==> src/rtl/ddr_data_phase_ctrl.sv <==
// ----------------------------------------------------------------------------
// ddr_data_phase_ctrl
//
// Purpose:
//   Sequences the HDR-DDR target data phase that follows a decoded command
//   word. Each 20-bit word is walked as preamble (idx 0-1), data (idx 2-17)
//   and parity (idx 18-19). When the frame counter reports last_frame, the
//   CRC preamble and CRC word follow. Read transfers have the target driving
//   SDA. Write transfers have the host driving, and the host may end the
//   transfer early with a 2'b01 preamble.
//
// Handshake:
//   i_dpc_start is a 1-clk pulse that is only honoured in IDLE. All bit-level
//   advancement is qualified by i_dpc_bit_tick. i_dpc_abort overrides
//   everything except reset. There is no back-pressure.
//
// Ports:
//   i_dpc_clk          clock
//   i_dpc_rst_n        synchronous active-low reset
//   i_dpc_start        begin data phase (IDLE only)
//   i_dpc_rnw          1=read (target TX), 0=write; latched on start
//   i_dpc_bit_tick     one strobe per DDR bit slot
//   i_dpc_rx_bit       sampled SDA bit, used for write preamble decode
//   i_dpc_parity_err   parity result, meaningful on the idx-19 tick (write)
//   i_dpc_last_frame   frame counter word budget exhausted
//   i_dpc_abort        HDR exit/restart detected
//   o_dpc_fcnt_en      frame counter enable (low reloads the counter)
//   o_dpc_bit_count    bit index within the current word
//   o_dpc_toggle       frame counter decrement qualifier (once per data word)
//   o_dpc_tx_en        target drives SDA
//   o_dpc_tx_pre       preamble value the target drives on reads
//   o_dpc_crc_en       CRC engine accumulate enable
//   o_dpc_done         1-clk pulse on clean completion
//   o_dpc_error        sticky error, cleared by abort or reset
//   o_dpc_state        debug view of the FSM state (encoding below)
// ----------------------------------------------------------------------------
module ddr_data_phase_ctrl #(
    parameter int CRC_BITS = 9
) (
    input  logic       i_dpc_clk,
    input  logic       i_dpc_rst_n,
    input  logic       i_dpc_start,
    input  logic       i_dpc_rnw,
    input  logic       i_dpc_bit_tick,
    input  logic       i_dpc_rx_bit,
    input  logic       i_dpc_parity_err,
    input  logic       i_dpc_last_frame,
    input  logic       i_dpc_abort,
    output logic       o_dpc_fcnt_en,
    output logic [5:0] o_dpc_bit_count,
    output logic       o_dpc_toggle,
    output logic       o_dpc_tx_en,
    output logic [1:0] o_dpc_tx_pre,
    output logic       o_dpc_crc_en,
    output logic       o_dpc_done,
    output logic       o_dpc_error,
    output logic [2:0] o_dpc_state
);

    typedef enum logic [2:0] {
        S_IDLE     = 3'd0,
        S_PREAMBLE = 3'd1,
        S_DATA     = 3'd2,
        S_PARITY   = 3'd3,
        S_CRC_PRE  = 3'd4,
        S_CRC_WORD = 3'd5,
        S_DONE     = 3'd6,
        S_ERROR    = 3'd7
    } state_t;

    // Every entry into CRC_WORD arrives with bit_count == 2. Both paths are
    // CRC_PRE idx 1 and the write early-end preamble idx 1. The last CRC
    // tick is therefore at idx CRC_BITS+1.
    localparam logic [5:0] CRC_LAST_IDX = 6'(CRC_BITS + 1);

    state_t     r_state;
    logic [5:0] r_bit_count;
    logic       r_rnw;
    logic       r_pre_b0;
    logic       r_fcnt_en;
    logic       r_tx_en;
    logic [1:0] r_tx_pre;
    logic       r_crc_en;
    logic       r_done;
    logic       r_error;

    state_t     w_state_nxt;
    logic [5:0] w_bit_count_nxt;
    logic [5:0] w_bit_count_inc;
    logic       w_rnw_nxt;
    logic       w_pre_b0_nxt;
    logic       w_active_nxt;

    assign w_bit_count_inc = r_bit_count + 6'd1;

    // Next-state and counter logic.
    always_comb begin
        w_state_nxt     = r_state;
        w_bit_count_nxt = r_bit_count;
        w_rnw_nxt       = r_rnw;
        w_pre_b0_nxt    = r_pre_b0;

        if (i_dpc_abort) begin
            w_state_nxt     = S_IDLE;
            w_bit_count_nxt = 6'd0;
        end else begin
            case (r_state)
                S_IDLE: begin
                    w_bit_count_nxt = 6'd0;
                    if (i_dpc_start) begin
                        w_state_nxt = S_PREAMBLE;
                        w_rnw_nxt   = i_dpc_rnw;
                    end
                end
                S_PREAMBLE: begin
                    if (i_dpc_bit_tick) begin
                        w_bit_count_nxt = w_bit_count_inc;
                        if (r_bit_count == 6'd0) begin
                            w_pre_b0_nxt = i_dpc_rx_bit;
                        end else if (r_rnw) begin
                            w_state_nxt = S_DATA;
                        end else begin
                            // Host-driven preamble: 10 = another data word,
                            // 01 = host ends the transfer early.
                            case ({r_pre_b0, i_dpc_rx_bit})
                                2'b10:   w_state_nxt = S_DATA;
                                2'b01:   w_state_nxt = S_CRC_WORD;
                                default: w_state_nxt = S_ERROR;
                            endcase
                        end
                    end
                end
                S_DATA: begin
                    if (i_dpc_bit_tick) begin
                        w_bit_count_nxt = w_bit_count_inc;
                        if (r_bit_count == 6'd17) begin
                            w_state_nxt = S_PARITY;
                        end
                    end
                end
                S_PARITY: begin
                    if (i_dpc_bit_tick) begin
                        w_bit_count_nxt = w_bit_count_inc;
                        if (r_bit_count == 6'd19) begin
                            if (!r_rnw && i_dpc_parity_err) begin
                                w_state_nxt = S_ERROR;
                            end else if (i_dpc_last_frame) begin
                                w_state_nxt     = S_CRC_PRE;
                                w_bit_count_nxt = 6'd0;
                            end else begin
                                w_state_nxt     = S_PREAMBLE;
                                w_bit_count_nxt = 6'd0;
                            end
                        end
                    end
                end
                S_CRC_PRE: begin
                    if (i_dpc_bit_tick) begin
                        w_bit_count_nxt = w_bit_count_inc;
                        if (r_bit_count == 6'd1) begin
                            w_state_nxt = S_CRC_WORD;
                        end
                    end
                end
                S_CRC_WORD: begin
                    if (i_dpc_bit_tick) begin
                        w_bit_count_nxt = w_bit_count_inc;
                        if (r_bit_count == CRC_LAST_IDX) begin
                            w_state_nxt = S_DONE;
                        end
                    end
                end
                S_DONE: begin
                    w_state_nxt     = S_IDLE;
                    w_bit_count_nxt = 6'd0;
                end
                S_ERROR: begin
                    w_state_nxt = S_ERROR;
                end
                default: begin
                    w_state_nxt     = S_IDLE;
                    w_bit_count_nxt = 6'd0;
                end
            endcase
        end
    end

    // The frame counter and the SDA drive are live only while a word or the
    // CRC is being walked.
    assign w_active_nxt = (w_state_nxt == S_PREAMBLE) || (w_state_nxt == S_DATA) ||
                          (w_state_nxt == S_PARITY)   || (w_state_nxt == S_CRC_PRE) ||
                          (w_state_nxt == S_CRC_WORD);

    // State register. Outputs are decoded from the next state, so each
    // registered output always agrees with r_state.
    always_ff @(posedge i_dpc_clk) begin
        if (!i_dpc_rst_n) begin
            r_state     <= S_IDLE;
            r_bit_count <= 6'd0;
            r_rnw       <= 1'b0;
            r_pre_b0    <= 1'b0;
            r_fcnt_en   <= 1'b0;
            r_tx_en     <= 1'b0;
            r_tx_pre    <= 2'b00;
            r_crc_en    <= 1'b0;
            r_done      <= 1'b0;
            r_error     <= 1'b0;
        end else begin
            r_state     <= w_state_nxt;
            r_bit_count <= w_bit_count_nxt;
            r_rnw       <= w_rnw_nxt;
            r_pre_b0    <= w_pre_b0_nxt;
            r_fcnt_en   <= w_active_nxt;
            r_tx_en     <= w_active_nxt & w_rnw_nxt;
            if (w_rnw_nxt && (w_state_nxt == S_PREAMBLE)) begin
                r_tx_pre <= 2'b10;
            end else if (w_rnw_nxt && (w_state_nxt == S_CRC_PRE)) begin
                r_tx_pre <= 2'b01;
            end else begin
                r_tx_pre <= 2'b00;
            end
            r_crc_en    <= (w_state_nxt == S_DATA);
            r_done      <= (w_state_nxt == S_DONE);
            r_error     <= (w_state_nxt == S_ERROR);
        end
    end

    // The toggle is qualified by the tick itself, so it stays combinational.
    // It fires once per data word, on the tick at idx 16.
    assign o_dpc_toggle    = i_dpc_bit_tick && (r_state == S_DATA) && (r_bit_count == 6'd16);

    assign o_dpc_fcnt_en   = r_fcnt_en;
    assign o_dpc_bit_count = r_bit_count;
    assign o_dpc_tx_en     = r_tx_en;
    assign o_dpc_tx_pre    = r_tx_pre;
    assign o_dpc_crc_en    = r_crc_en;
    assign o_dpc_done      = r_done;
    assign o_dpc_error     = r_error;
    assign o_dpc_state     = r_state;

endmodule

==> config.mk <==
export PLATFORM = sky130hd
export DESIGN_NAME = ddr_data_phase_ctrl
export DESIGN_NICKNAME = d
export VERILOG_FILES = /design/src/rtl/ddr_data_phase_ctrl.sv
export SDC_FILE = /design/constraint.sdc
export NUM_CORES = 1
export LEC_CHECK = 0
export CORE_ASPECT_RATIO = 0.8
export CORE_MARGIN = 2
export CORE_UTILIZATION = 45
export CTS_CLUSTER_DIAMETER = 80
export DETAILED_ROUTE_END_ITERATION = 16
export GPL_TIMING_DRIVEN = 0
export MAX_ROUTING_LAYER = met4
export PLACE_DENSITY = 0.74
export SETUP_SLACK_MARGIN = 0.3
export SLEW_MARGIN = 40
export SYNTH_ARGS = -nofsm -noshare
export SYNTH_HDL_FRONTEND = slang
export SYNTH_SLANG_ARGS = --single-unit
export TNS_END_PERCENT = 100
==> constraint.sdc <==
create_clock -name i_dpc_clk -period 2.45 [get_ports i_dpc_clk]
set_input_delay 0.245 -clock i_dpc_clk [delete_from_list [all_inputs] [get_ports i_dpc_clk]]
set_output_delay 0.245 -clock i_dpc_clk [all_outputs]
set_load 0.1 [all_outputs]
== After elaboration in Yosys (flattened, before gate mapping) ==
Index checks and enable logic that the tools add are counted.
Storage, ports and cells
  register bits: 18
  bits of input ports: 9
  output and inout port bits: 17
  logic and storage cells: 84
Cells by class
  $add $sub $neg: 1
  equal/unequal tests: 23
  muxes and demuxes: 27
  bitwise gates (word level): 3
  reductions and logical operators: 19
Operators with widths (number)
  $mux W3: 15
  $eq A3 B3 Y1 const B: 8
  $mux W6: 4
  $pmux W3 S8: 1
  $eq A6 B5 Y1 const B: 3
  $pmux W6 S3: 1
  $eq A3 B2 Y1 const B: 4
  $add A6 B1 Y6 const B: 1
  $eq A3 B1 Y1 const B: 2
  $eq A6 B1 Y1 const B: 1
  $eq A6 B4 Y1 const B: 1
  $logic_not A6 Y1: 1
  $pmux W3 S2: 1
  $reduce_or A2 Y1: 3
  $logic_and A1 B1 Y1: 5
  $logic_or A1 B1 Y1: 4
  $mux W1: 4
  $reduce_and A4 Y1: 1
  $reduce_or A4 Y1: 1
  $logic_not A3 Y1: 1
  $reduce_and A3 Y1: 1
  $reduce_bool A3 Y1: 1
  $eq A2 B1 Y1 const B: 1
  $eq A2 B2 Y1 const B: 1
  6 further kinds: 7

== Logic depth before layout (Yosys ltp) ==
Gate-level depths: netlist of the first run.
  depth after elaboration: 13
  mapped depth: 8
  mapped depth without buffers: 7

== Worst setup path after synthesis of the first run ==
OpenSTA, ideal clock, no wires.
  kind: reg-to-output
  start: reg r_bit_count[2], in the netlist o_dpc_bit_count[2]
  end: out o_dpc_toggle
  data arrival time: 3.550 ns
  data required time: 2.205 ns
  setup slack: -1.345 ns
  stages on the path, launching flop included: 4
  path buffers: 1
  cells stage by stage: dfxtp_1 > buf_6 > or4b_4 > nor3_1
On the way
  cells in the longest elaborated chain, start to end: 2
Ends and longest elaborated chain
  start: declaration: line 77  | logic [5:0] r_bit_count;
  start signal: assignment: line 210  | r_bit_count <= w_bit_count_nxt;
  $eq A6 B5 Y1: line 230  | assign o_dpc_toggle = i_dpc_bit_tick && (r_state == S_DATA) && (r_bit_count == 6'd16);
  $logic_and A1 B1 Y1: line 230
  end: declaration: line 51  | output logic o_dpc_toggle,
Every way passes these cells.

== Worst setup path in the final report of the first run ==
  start: in i_dpc_bit_tick
  end: reg r_tx_pre[0], in the netlist o_dpc_tx_pre[0]
On the way
  cells in the longest elaborated chain, start to end: 6
  elaborated cells between the ends (all ways): 13
  classes of those cells: eq/ne (2); mux (8); reduce/logical (3)
Ends and longest elaborated chain
  start: declaration: line 44  | input logic i_dpc_bit_tick,
  $mux W3, on equally long branches
  $pmux W3 S8 (*): line 107  | case (r_state)
  $mux W3 (*): line 103  | if (i_dpc_abort) begin
  $eq A3 B3 Y1 / $eq A3 B1 Y1 (equally long branches): line 217, 215
  $logic_and A1 B1 Y1, on equally long branches: line 217, 215
  $mux W1 / $reduce_or A2 Y1 (equally long branches)
  end signal: assignment: line 216  | r_tx_pre <= 2'b10;
  end signal: assignment: line 218  | r_tx_pre <= 2'b01;
  end signal: assignment: line 220  | r_tx_pre <= 2'b00;
  end: declaration: line 82  | logic [1:0] r_tx_pre;
Mark *: on every way between the ends. The rest lies on a longest branch, timed or not.
A chain may end at the register's enable or synchronous reset.

==> flow_summary.yaml, run 1 <==
floorplan:
  fp.dieH_um: 47.9
  start_util: 0.489
  io_pins: 26
  core_area_mm2: 0.00221
  placementRows: 15
  die_w_um: 58.9
  fp.dieArea_mm2: 0.00282
setup_path:
  cp.required_ns: 2.66
  r2r_end: "o_dpc_tx_pre[0]"
  crit_chain: "clkdlybuf4s50_1, nor4b_2, nand4_1, and3_1, o31a_1, nor4_1"
  crit_type: "in2reg"
  crit_path_start_kind: "primary input"
  r2r_slack_ns: 0.42
  arrival_ns: 2.26
  crit_start: "i_dpc_bit_tick"
  cpPeakStageDelay_ns: 0.57
  crit_slowest_cell: "clkdlybuf4s50_1"
  worstPathMaxFanout: 6
  r2r_start: "o_dpc_bit_count[2]"
  cp-end-kind: "flop"
  worst-r2r-cell-count: 6
  endpoint: "o_dpc_tx_pre[0]"
grt:
  first_global_vias: 940
  grt_pass1_wl_mm: 4.27
  globalRoute.totalOverflow: 0
  grtUsageTotal: 0.211
  antenna_found_initial: 0
  grt_start_max_net_pins: 11
synthesis:
  yosysWarningCount: 0
  syn_nets: 141
  avgSynthCellArea_um2: 8.47
  synth_edf_count: 0
  syn_area_mm2: 0.00108
  async_reset_ff_frac: 0
  ys_ff_latch: 18
  synthCells: 128
  ys_types: 44
  synth_ff_type: "dfxtp_1"
  synth-seq-area-share: 0.333
detailed_routing:
  ant_nets: 0
  wl_met1_mm: 1.41
  dr.pass1.iters: 10
  wl_met2_mm: 1.16
  top_layer: "met4"
  drt_iter0_markers: 55
  finalWirelength_mm: 2.73
  drc: 2
  avgRoutedWirePerCell_um: 15.0
  met3_length_um: 140
  vias: 1045
  vias_per_cell: 5.74
placed_design:
  gp_congestion: 0.866
  dp_slack_ns: 0.0947
  hpwlAfterDp_mm: 2.11
  portBuffers: 25
power_and_ir_drop:
  power_leakage_nw: 0.572
  irDropWorstVdd_v: 0.000206
  total_power_w: 0.000571
  power_density_mw_per_mm2: 415
timing:
  fin_crit_ns: 2.05
  finalHoldViolations: 0
  setup_ws_ns: 0.400
  fin_skew_ns: 0.00516
  worst_pin_slew_ns: 0.567
  rsz0062_at_grt: "true"
  max_slew_margin: 0.622
  timing.fmax_mhz: 488
  finalSetupTns_ns: 0
  setup_viol: 0
  period_share: 0.837
  slew_violations: 0
cells_and_area:
  nets: 171
  drive_above_1_share: 0.274
  syn2layout_area_growth_pct: 26.8
  antenna_cells: 0
cts:
  ctsHtreeMaxLevel: 1
  clockBufferDepth: 2
  root_buffer: "clkbuf_4"
  clk_pin_slew_worst_paths_ns: 0.10
  clk_latency_ns: 0.30
  cts_buffers: 3
  cts_tree: "done"
  postCtsSetupBuffers: 0
  clock_sinks: 18
hold_path:
  worstHoldPathType: "reg2reg"
run_status:
  violations: "DRC"
  status: "finished with violations"
flow_run:
  max-cap-violations: 0
==> worst min path at each step <==
stage / startpoint / to / slack, ns / cells after the start
after floorplan: i_dpc_rst_n / r_rnw / 0.38 / 2
after global placement: r_pre_b0 / r_pre_b0 / 0.51 / 2
after detailed placement: r_pre_b0 / r_pre_b0 / 0.53 / 2
after CTS: o_dpc_bit_count[1] / o_dpc_bit_count[1] / 0.55 / 2
after global routing: o_dpc_bit_count[1] / o_dpc_bit_count[1] / 0.57 / 2
final: o_dpc_bit_count[1] / o_dpc_bit_count[1] / 0.55 / 2
==> kinds of logic after synthesis <==
kind of cell    Yosys count  share of synthesized area
compound gates           21                      0.177
xor+xnor                  5                     0.0404
fa+ha+maj                 4                     0.0462
buf+inv                  16                     0.0635
flops                    18                      0.333
mux                       3                     0.0277
simple gates             61                      0.313
==> cell usage after synthesis, types with 2 or more instances <==
master     n  share of area
a21oi_1    4          0.018
nand4_1    5          0.029
ha_1       4          0.046
and2_1     2          0.012
inv_1     10          0.035
nand3_1    2         0.0092
dfxtp_1   18           0.33
nor3_1     5          0.023
and3_1     3          0.017
nor4_1     5          0.029
nand2b_1   4          0.023
o41ai_1    2          0.016
nand2_1   10          0.035
a311oi_1   2          0.016
nor2_1    13          0.045
clkbuf_1   4          0.014
mux2i_1    3          0.028
nor2b_1    3          0.017
xor2_1     4          0.032
==> cell usage in the layout (no fill, tap or decap), types with 2 or more instances in the layout <==
cell             synthesis  layout
nand2b_1                 4       4
mux2i_1                  3       3
buf_2                    1      17
xor2_1                   4       4
dfxtp_2                  0       6
nor3_1                   5       4
dfxtp_1                 18       9
a21oi_1                  4       4
nand4_1                  5       5
a311oi_1                 2       2
nor4_1                   5       5
nand3_1                  2       2
clkbuf_4                 0       3
and3_1                   3       3
clkbuf_1                 4       4
nand2_1                 10      10
and2_1                   2       2
nor2_1                  13      12
clkdlybuf4s50_1          0       8
inv_1                   10      10
dfxtp_4                  0       3
ha_1                     4       4
nor2b_1                  3       3
==> sequential cells by signal, summed over array words and instances (netlist names) <==
name,count
o_dpc_bit_count,6
o_dpc_crc_en,1
o_dpc_done,1
o_dpc_error,1
o_dpc_fcnt_en,1
o_dpc_state,3
o_dpc_tx_en,1
o_dpc_tx_pre,2
r_pre_b0,1
r_rnw,1
==> worst max-delay path: cells and delay by family <==
family / cells / cell delay (ns)
and+or+nand+nor: 4 / 1.12
AOI/OAI and AO/OA: 1 / 0.33
buffers and inverters: 1 / 0.57
==> metal layers <==
metal	GRT usage	vias to the layer above
li1	-	522
met1	0.294	488
met2	0.309	31
met3	0.0514	4
met4	0.0455	0
met5	-	-
==> repair_timing <==
| item | in CTS | in global routing |
|---|---|---|
| setup endpoints to repair | 1 | 6 |
| gates cloned | 0 | 0 |
| resized for setup | 1 | 4 |
| hold buffers | 0 | 0 |
==> report_power, final <==
part | switching, W | leakage (nW) | internal, W | total [W]
logic | 0.0000568 | 0.400 | 0.0000316 | 0.0000884
clock network | 0.0000957 | 0.0210 | 0.0000907 | 0.000186
registers | 0.00000249 | 0.151 | 0.000293 | 0.000296
total | 0.000155 | 0.572 | 0.000416 | 0.000571
==> metrics by stage <==
stage | instance area [µm²] | instances | hold slack (ns) | util
2_1_floorplan | 1110 | 128 | 0.383 | -
3_3_place_gp | 1400 | 178 | 0.509 | 0.630
3_5_place_dp | 1310 | 178 | 0.534 | 0.592
4_1_cts | 1350 | 182 | 0.554 | 0.609
5_1_grt | 1370 | 182 | 0.569 | 0.620
6_report | 1370 | 182 | 0.549 | 0.620
==> area by class of cell <==
type	count	area [µm²]
Fill cell	210	841
Multi-Input combinational cell	94	691
Sequential cell	18	379
Timing Repair Buffer	25	168
Inverter	10	37.5
Clock buffer	4	36.3
Buffer	6	31.3
Tap cell	25	31.3
Power figures use the tool's default switching activity.
==> inputs of run 2 (changes only) <==
--- a/config.mk
+++ b/config.mk
@@ -7,12 +7,12 @@
 export LEC_CHECK = 0
 export CORE_ASPECT_RATIO = 0.8
 export CORE_MARGIN = 2
-export CORE_UTILIZATION = 45
+export CORE_UTILIZATION = 44
 export CTS_CLUSTER_DIAMETER = 80
 export DETAILED_ROUTE_END_ITERATION = 16
 export GPL_TIMING_DRIVEN = 0
 export MAX_ROUTING_LAYER = met4
-export PLACE_DENSITY = 0.74
+export PLACE_DENSITY = 0.75
 export SETUP_SLACK_MARGIN = 0.3
 export SLEW_MARGIN = 40
 export SYNTH_ARGS = -nofsm -noshare
==> constraint.sdc (replaced) <==
create_clock -name i_dpc_clk -period 1.7 [get_ports i_dpc_clk]
set_input_delay 0.17 -clock i_dpc_clk [delete_from_list [all_inputs] [get_ports i_dpc_clk]]
set_output_delay 0.17 -clock i_dpc_clk [all_outputs]
set_load 0.1 [all_outputs]
==> flow_summary.yaml, run 2 (synthesis results as in run 1) <==
floorplan:
  fp.dieArea_mm2: 0.00288
  start_util: 0.455
  io_pins: 26
  placementRows: 16
  fp.dieH_um: 48.4
  die_w_um: 59.5
  core_area_mm2: 0.00238
power_and_ir_drop:
  irDropWorstVdd_v: 0.000323
  power_leakage_nw: 0.682
  power_density_mw_per_mm2: 509
placed_design:
  gp_congestion: 0.871
  portBuffers: 25
  hpwlAfterDp_mm: 2.18
  placed_cell_area_mm2: 0.00143
setup_path:
  cpPeakStageDelay_ns: 0.52
  path_buf_inv: 1
  crit_path_start_kind: "flop"
  cp.required_ns: 1.90
  crit_chain: "buf_6, or4b_4, a2111oi_4, a211oi_2, or2_1, a311oi_1"
  cp-end-kind: "flop"
  worstPathMaxFanout: 5
  crit_type: "reg2reg"
  crit_slowest_cell: "or4b_4"
  cp_top_family: "simple AND/OR/NAND/NOR gates"
  arrival_ns: 2.17
detailed_routing:
  drc: 0
  ant_nets: 0
  drt_iter0_markers: 20
  vias: 1075
  avgRoutedWirePerCell_um: 15.5
  vias_per_cell: 5.63
  finalWirelength_mm: 2.96
  dr.pass1.iters: 4
timing:
  fin_crit_ns: 1.96
  fin_skew_ns: 0.0135
  finalSetupTns_ns: -1.48
  worst_pin_slew_ns: 0.489
  rsz0062_at_grt: "true"
  finalHoldViolations: 0
  setup_viol: 9
  setup_ws_ns: -0.262
  period_share: 1.15
  timing.fmax_mhz: 510
  slew_violations: 0
  max_slew_margin: 0.676
cells_and_area:
  final_common_cell: "buf_2"
  multi_input_area_um2: 837
  syn2layout_area_growth_pct: 52.2
  largest_register_ffs: 6
  final_cell_mix: "17 x buf_2, 11 x nor2_1, 10 x nand2_1"
  seq_area_um2: 394
  post-route-util: 0.692
  nets: 178
  fillerInstances: 194
  antenna_cells: 0
  drive_above_1_share: 0.433
  final_area_mm2: 0.00165
cts:
  cts_buffers: 3
  cts_tree: "done"
  clockBufferDepth: 2
  holdBufCountCts: 0
  clock_sinks: 18
  ctsHtreeMaxLevel: 1
  clk_latency_ns: 0.30
  clk_pin_slew_worst_paths_ns: 0.12
  root_buffer: "clkbuf_4"
run_status:
  status: "finished with violations"
  violations: "setup timing"
grt:
  antenna_found_initial: 0
  grtUsageTotal: 0.218
  globalRoute.totalOverflow: 0
  grt_pass1_wl_mm: 4.71
  first_global_vias: 1013
  grt_start_max_net_pins: 11
hold_path:
  worstHoldPathType: "in2reg"
flow_run:
  max-cap-violations: 0
run 2: worst paths after layout:
path / start / endpoint / slack, ns / depth (start not counted)
setup reg to reg: o_dpc_bit_count[2] / o_dpc_fcnt_en / -0.26 / 6
hold reg to reg: r_pre_b0 / r_pre_b0 / 0.57 / 2
setup / recovery: o_dpc_bit_count[2] / o_dpc_fcnt_en / -0.26 / 6
hold / removal: i_dpc_bit_tick / r_pre_b0 / 0.51 / 5
run 2: power by group:
| group | internal [W] | switching, W |
|---|---|---|
| Clock | 0.000131 | 0.000146 |
| Sequential | 0.000414 | 0.00000501 |
| Combinational | 0.0000558 | 0.0000877 |
| Total | 0.000601 | 0.000238 |
run 2: per-stage QoR:
step	setup WS (ns)	total power, W	cells	hold WS (ns)
2_1_floorplan	-0.347	0.000521	128	0.275
5_1_grt	-0.303	0.000869	191	0.546
4_1_cts	-0.204	0.000835	190	0.518
6_report	-0.262	0.000839	191	0.512
3_3_place_gp	-1.01	0.000564	180	0.512
3_5_place_dp	-0.498	0.000561	180	0.550
run 2: layer usage:
metal | share of wire | wire length (µm) | track usage | up-vias
li1 | - | - | - | 537
met1 | 0.51 | 1510 | 0.328 | 500
met2 | 0.43 | 1270 | 0.293 | 32
met3 | 0.046 | 136 | 0.0561 | 6
met4 | 0.015 | 43 | 0.0417 | 0
met5 | 0 | 0 | - | -
run 2: cell type report:
| class | instances | area share |
|---|---|---|
| multi-input cells | 94 | 0.508 |
| flip-flops and latches | 18 | 0.239 |
| repair buffers | 32 | 0.145 |
| plain buffers | 6 | 0.0402 |
| inverters | 10 | 0.0258 |
| clock buffers | 4 | 0.0220 |
| well taps | 27 | 0.0205 |
run 2: worst register-to-register path, stage by stage, from the launching register on:
cell       delay, ns
dfxtp_4         0.36
buf_6           0.12
or4b_4          0.52
a2111oi_4       0.26
a211oi_2        0.11
or2_1           0.26
a311oi_1        0.23
run 2: what timing repair did:
item / 4_1_cts / 5_1_grt
pin swaps: 5 / 11
resized for setup: 14 / 16
gates cloned: 0 / 0
endpoints found under the setup margin: 17 / 18
setup buffers: 6 / 1
==> inputs of run 3 (changes only) <==
--- a/config.mk
+++ b/config.mk
@@ -5,6 +5,7 @@
 export SDC_FILE = /design/constraint.sdc
 export NUM_CORES = 1
 export LEC_CHECK = 0
+export CAP_MARGIN = 20
 export CORE_ASPECT_RATIO = 0.8
 export CORE_MARGIN = 2
 export CORE_UTILIZATION = 44
==> results of run 3 <==
No change in the layout: final DEF, timing and power equal those of run 2.
